**config.mk**
```make
export PLATFORM = sky130hd
export DESIGN_NAME = muldiv_ctrl
export DESIGN_NICKNAME = d
export VERILOG_FILES = /design/src/rtl/muldiv_ctrl.sv
export SDC_FILE = /design/constraint.sdc
export NUM_CORES = 2
export LEC_CHECK = 0
export CORE_ASPECT_RATIO = 0.9
export CORE_MARGIN = 5
export CORE_UTILIZATION = 50
export DETAILED_ROUTE_END_ITERATION = 10
export PLACE_DENSITY_LB_ADDON = 0.3
export SYNTH_ARGS = -nofsm -noshare
export SYNTH_HDL_FRONTEND = slang
export SYNTH_SLANG_ARGS = --single-unit
```
**constraint.sdc**
```tcl
create_clock -name clock -period 8.5 [get_ports clock]
set_clock_uncertainty 0.1 [all_clocks]
set_input_delay 2.125 -clock clock [delete_from_list [all_inputs] [get_ports clock]]
set_output_delay 2.125 -clock clock [all_outputs]
set_load 0.01 [all_outputs]
```
**src/rtl/muldiv_ctrl.sv**
```systemverilog
// HI/LO write sequencer: iterative multiply (MUL_LAT cycles) and restoring divide
// (one bit per cycle), plus single-cycle MTHI/MTLO, with pipeline stall generation.
module muldiv_ctrl #(
  parameter int DATA_W  = 32,
  parameter int MUL_LAT = 2
) (
  input  logic              clock,
  input  logic              reset,
  input  logic              op_valid,
  input  logic [2:0]        op_type,
  input  logic [DATA_W-1:0] src_a,
  input  logic [DATA_W-1:0] src_b,
  input  logic              read_req,
  input  logic              flush,
  output logic              stall_req,
  output logic              busy,
  output logic              writeHi,
  output logic              writeLo,
  output logic [DATA_W-1:0] hi_data_out,
  output logic [DATA_W-1:0] lo_data_out
);

  localparam int CNT_MAX = (DATA_W > MUL_LAT) ? DATA_W : MUL_LAT;
  localparam int CNT_W   = $clog2(CNT_MAX + 1);

  typedef enum logic [2:0] {S_IDLE, S_MUL, S_DIV, S_FIX, S_DONE} state_e;

  state_e              state_q;
  logic [CNT_W-1:0]    cnt_q;
  logic [DATA_W-1:0]   a_q, b_q;
  logic                sgn_q, qneg_q, rneg_q, dz_q;
  logic [DATA_W-1:0]   quo_q, rem_q, dvs_q;
  logic [DATA_W-1:0]   hi_q, lo_q;

  logic                is_mul, is_div, accept, sgn_in, arith_busy;
  logic [DATA_W-1:0]   abs_a, abs_b;
  logic [2*DATA_W-1:0] ext_a, ext_b, prod;
  logic [DATA_W:0]     rem_sh, diff;
  logic [DATA_W-1:0]   rem_d, quo_d;

  always_comb begin
    is_mul     = (op_type == 3'b000) || (op_type == 3'b001);
    is_div     = (op_type == 3'b010) || (op_type == 3'b011);
    sgn_in     = ~op_type[0];
    accept     = !reset && !flush && (state_q == S_IDLE) && op_valid;
    arith_busy = (state_q == S_MUL) || (state_q == S_DIV) || (state_q == S_FIX);
    abs_a      = (sgn_in && src_a[DATA_W-1]) ? -src_a : src_a;
    abs_b      = (sgn_in && src_b[DATA_W-1]) ? -src_b : src_b;
    // Sign-extend to full product width so one unsigned multiply serves MULT and MULTU.
    ext_a      = {{DATA_W{sgn_q & a_q[DATA_W-1]}}, a_q};
    ext_b      = {{DATA_W{sgn_q & b_q[DATA_W-1]}}, b_q};
    prod       = ext_a * ext_b;
    rem_sh     = {rem_q, quo_q[DATA_W-1]};
    diff       = rem_sh - {1'b0, dvs_q};
    rem_d      = diff[DATA_W] ? rem_sh[DATA_W-1:0] : diff[DATA_W-1:0];
    quo_d      = {quo_q[DATA_W-2:0], ~diff[DATA_W]};
  end

  always_comb begin
    stall_req   = !reset && !flush &&
                  ((state_q == S_IDLE && op_valid && (is_mul || is_div)) ||
                   arith_busy || (read_req && arith_busy));
    busy        = !reset && (state_q != S_IDLE);
    writeHi     = !reset && !flush &&
                  ((state_q == S_IDLE && op_valid && op_type == 3'b100) || state_q == S_DONE);
    writeLo     = !reset && !flush &&
                  ((state_q == S_IDLE && op_valid && op_type == 3'b101) || state_q == S_DONE);
    hi_data_out = '0;
    lo_data_out = '0;
    if (writeHi) hi_data_out = (state_q == S_DONE) ? hi_q : src_a;
    if (writeLo) lo_data_out = (state_q == S_DONE) ? lo_q : src_a;
  end

  always_ff @(posedge clock) begin
    if (reset) begin
      state_q <= S_IDLE;
      cnt_q   <= '0;
      a_q     <= '0;
      b_q     <= '0;
      sgn_q   <= 1'b0;
      qneg_q  <= 1'b0;
      rneg_q  <= 1'b0;
      dz_q    <= 1'b0;
      quo_q   <= '0;
      rem_q   <= '0;
      dvs_q   <= '0;
      hi_q    <= '0;
      lo_q    <= '0;
    end else if (flush) begin
      state_q <= S_IDLE;
      cnt_q   <= '0;
    end else begin
      case (state_q)
        S_IDLE: begin
          cnt_q <= '0;
          if (accept && is_mul) begin
            a_q     <= src_a;
            b_q     <= src_b;
            sgn_q   <= sgn_in;
            state_q <= S_MUL;
          end else if (accept && is_div) begin
            a_q     <= src_a;
            quo_q   <= abs_a;
            dvs_q   <= abs_b;
            rem_q   <= '0;
            qneg_q  <= sgn_in & (src_a[DATA_W-1] ^ src_b[DATA_W-1]);
            rneg_q  <= sgn_in & src_a[DATA_W-1];
            dz_q    <= (src_b == '0);
            state_q <= S_DIV;
          end
        end
        S_MUL: begin
          if (cnt_q == CNT_W'(MUL_LAT - 1)) begin
            {hi_q, lo_q} <= prod;
            cnt_q        <= '0;
            state_q      <= S_DONE;
          end else begin
            cnt_q <= cnt_q + CNT_W'(1);
          end
        end
        S_DIV: begin
          quo_q <= quo_d;
          rem_q <= rem_d;
          if (cnt_q == CNT_W'(DATA_W - 1)) begin
            cnt_q   <= '0;
            state_q <= S_FIX;
          end else begin
            cnt_q <= cnt_q + CNT_W'(1);
          end
        end
        S_FIX: begin
          // Divide-by-zero returns the raw dividend in HI regardless of signedness.
          if (dz_q) begin
            hi_q <= a_q;
            lo_q <= '1;
          end else begin
            hi_q <= rneg_q ? -rem_q : rem_q;
            lo_q <= qneg_q ? -quo_q : quo_q;
          end
          state_q <= S_DONE;
        end
        S_DONE:  state_q <= S_IDLE;
        default: state_q <= S_IDLE;
      endcase
    end
  end

endmodule

```
==> reports/summary.txt <==
slew margin rel. = 14.8%
unrepaired setup endpoints after global routing = true
fin. max-slew vios = 0
FMAX = 122 MHz
share of cells above drive strength 1 = 5.15%
maxcap violations = 0
worst skew pair latency = 540 ps
Worst Path Arrival = 8490 ps
Worst setup SP type = flop
Core Box Area = 105000 um2
CTS clock-pin slew for the worst setup and hold paths = 70 ps
cell type with the largest total area after synthesis = fa_1
Fin. Hold Viols = 0
EDFF count, synth = 0
register bit total from synthesis = 237
Die ar. = 112000 um2
Top Ports = 140
CTS root buf = clkbuf_16
DRT antenna net count = 0
CTS Buf Count = 24
# nets final = 7667
drt first pass iters = 6
Setup Viol. Count Final = 0
top cells by area, synth = fa_1, dfxtp_1, inv_1
Die W = 352 um
CTS HTree Levels = 1
hpwl dp = 123000 um
Avg WL per Cell = 19.6 um
Worst Tran Pin Value = 1280 ps
synthesized area per cell = 8.43 um2
All-Layer GR Usage = 26.8%
Mapped Area = 52700 um2
first-pass GRT wire length = 242000 um
Starting Density = 50.1%
hold slack = 357 ps
port bufs = 138
vias per cell = 5.54
status = complete, no violations
Mapped Cells = 6246
# DRC = 0
worst vdd ir = 0.139 mV
Worst Setup End Kind = flop
most common cell in the synthesized netlist = inv_1
pwr/cell area = 48.7 nW/um2
P_leak = 26.6 nW
Final Instance Area = 57200 um2
min cycle time layout = 8200 ps
Total Wirelength = 149000 um
Post-Syn Nets = 7694
share of the synthesized area in the top cell type = 42.8%
initial antenna violation count = 0
cell row count = 113
die height = 318 um
post-synth cell types = 81
fin crit share = 96.4%
synth warn = 0
register area share after synthesis = 9.01%
vias after detailed routing = 42200
Max clock buf depth = 3
CTS Sinks = 237
Placement Cell Area = 56400 um2
Hold Crit Class = reg2reg
synth cell count leaders = inv_1, nand2_1, fa_1
CTS tree = done
Iter 0 DRT Violations = 3771
Async SR Flop Fraction = 0%
worst-path fanout max = 21
largest net degree at the start of global routing = 95
Synth Flop Type = dfxtp_1
Layout area overhead = 8.62%
CP Class = reg2reg
vias in the first global route = 43500
Placer Congestion = 0.949
GRT overflow = 0
Critical Path RT = 8800 ps
==> cell usage in the layout (no fill, tap or decap), drive strengths merged, types with 30 or more instances in the layout <==
cell              n
clkdlybuf4s50   137
xor2             84
a21o             34
buf             207
ha              250
o31ai            30
a211oi           66
o21ai           215
o211ai           32
fa             1126
clkbuf           37
a21oi           308
inv            1179
and3             36
nand2          1151
nor3             35
nor2            218
xnor2           129
mux2i            38
and2            354
dfxtp           237
nand3            35
==> cells by family after synthesis <==
kind of cell | synth area share [%]
AO/OA/AOI/OAI | 9.67
adder cells (fa/ha/maj) | 48.7
XOR/XNOR | 3.58
AND/OR/NAND/NOR | 17.0
flip-flops | 9.01
multiplexers | 0.743
buffers and inverters | 11.3
==> power by group <==
part	switching, mW	leakage (nW)	internal [mW]
logic	0.366	24.3	0.222
registers	0.0264	1.92	1.12
clock network	0.473	0.366	0.575
total	0.866	26.6	1.92
==> final timing paths <==
kind / from / endpoint / slack, ps / depth (start not counted)
hold reg to reg: dvs_q[31] / dvs_q[31] / 360 / 2
setup / recovery: a_q[11] / hi_q[21] / 300 / 26
hold / removal: dvs_q[31] / dvs_q[31] / 360 / 2
setup reg to reg: a_q[11] / hi_q[21] / 300 / 26
==> registers in the layout, summed over array words and instances, names as in the netlist, 3 cells and up <==
| name | cells |
|---|---|
| a_q | 32 |
| b_q | 32 |
| cnt_q | 6 |
| dvs_q | 32 |
| hi_q | 32 |
| lo_q | 32 |
| quo_q | 32 |
| rem_q | 32 |
| state_q | 3 |
==> area by class of cell <==
class                   instances  area, um2
fillers                      9605      47800
multi-input cells            4433      42100
flip-flops and latches        237       4760
inverters                    1179       4430
repair buffers                344       3500
well taps                    1380       1730
clock buffers                  37        711
clock inverters                 5       28.8
diodes                          1       2.50
==> layer usage <==
metal | track usage [%] | vias to the layer above | wire, um
met4 | 6.70 | 0 | 4350
met2 | 45.4 | 1592 | 72000
met3 | 2.73 | 296 | 9770
met5 | 0 | - | 0
met1 | 37.5 | 21400 | 63000
li1 | - | 18900 | -
==> stage by stage <==
step	cells	util, %	setup slack (ps)	power [mW]	setup TNS (ps)
2_1_floorplan	6246	-	316	1.52	0
3_3_place_gp	7573	53.7	95.8	1.74	0
3_5_place_dp	7573	53.7	2.18	1.75	0
4_1_cts	7615	54.4	4.29	2.79	0
5_1_grt	7615	54.5	-18.2	2.89	-25.4
6_report	7616	54.5	305	2.79	0
==> worst max-delay path, cell delays in order (launching register included) <==
cell	delay, ps
dfxtp_1	730
buf_12	250
and2_1	180
fa_1	420
fa_1	520
inv_1	50
fa_1	470
inv_1	50
fa_1	490
fa_1	600
fa_1	440
fa_1	490
inv_1	50
fa_1	530
inv_1	70
ha_1	290
a21o_1	180
a31o_2	280
nor4_2	500
o21ai_1	140
buf_4	160
a21oi_2	220
nand2_1	100
xor2_1	160
o21ai_0	330
buf_4	180
a21oi_1	50
==> repair_timing <==
item	4_1_cts	5_1_grt
setup endpoints to repair	1	14
buffers inserted	0	0
gates cloned	0	0
resized for setup	1	19
hold buffers	0	0
pin swaps	0	1
Power figures use the tool's default switching activity.
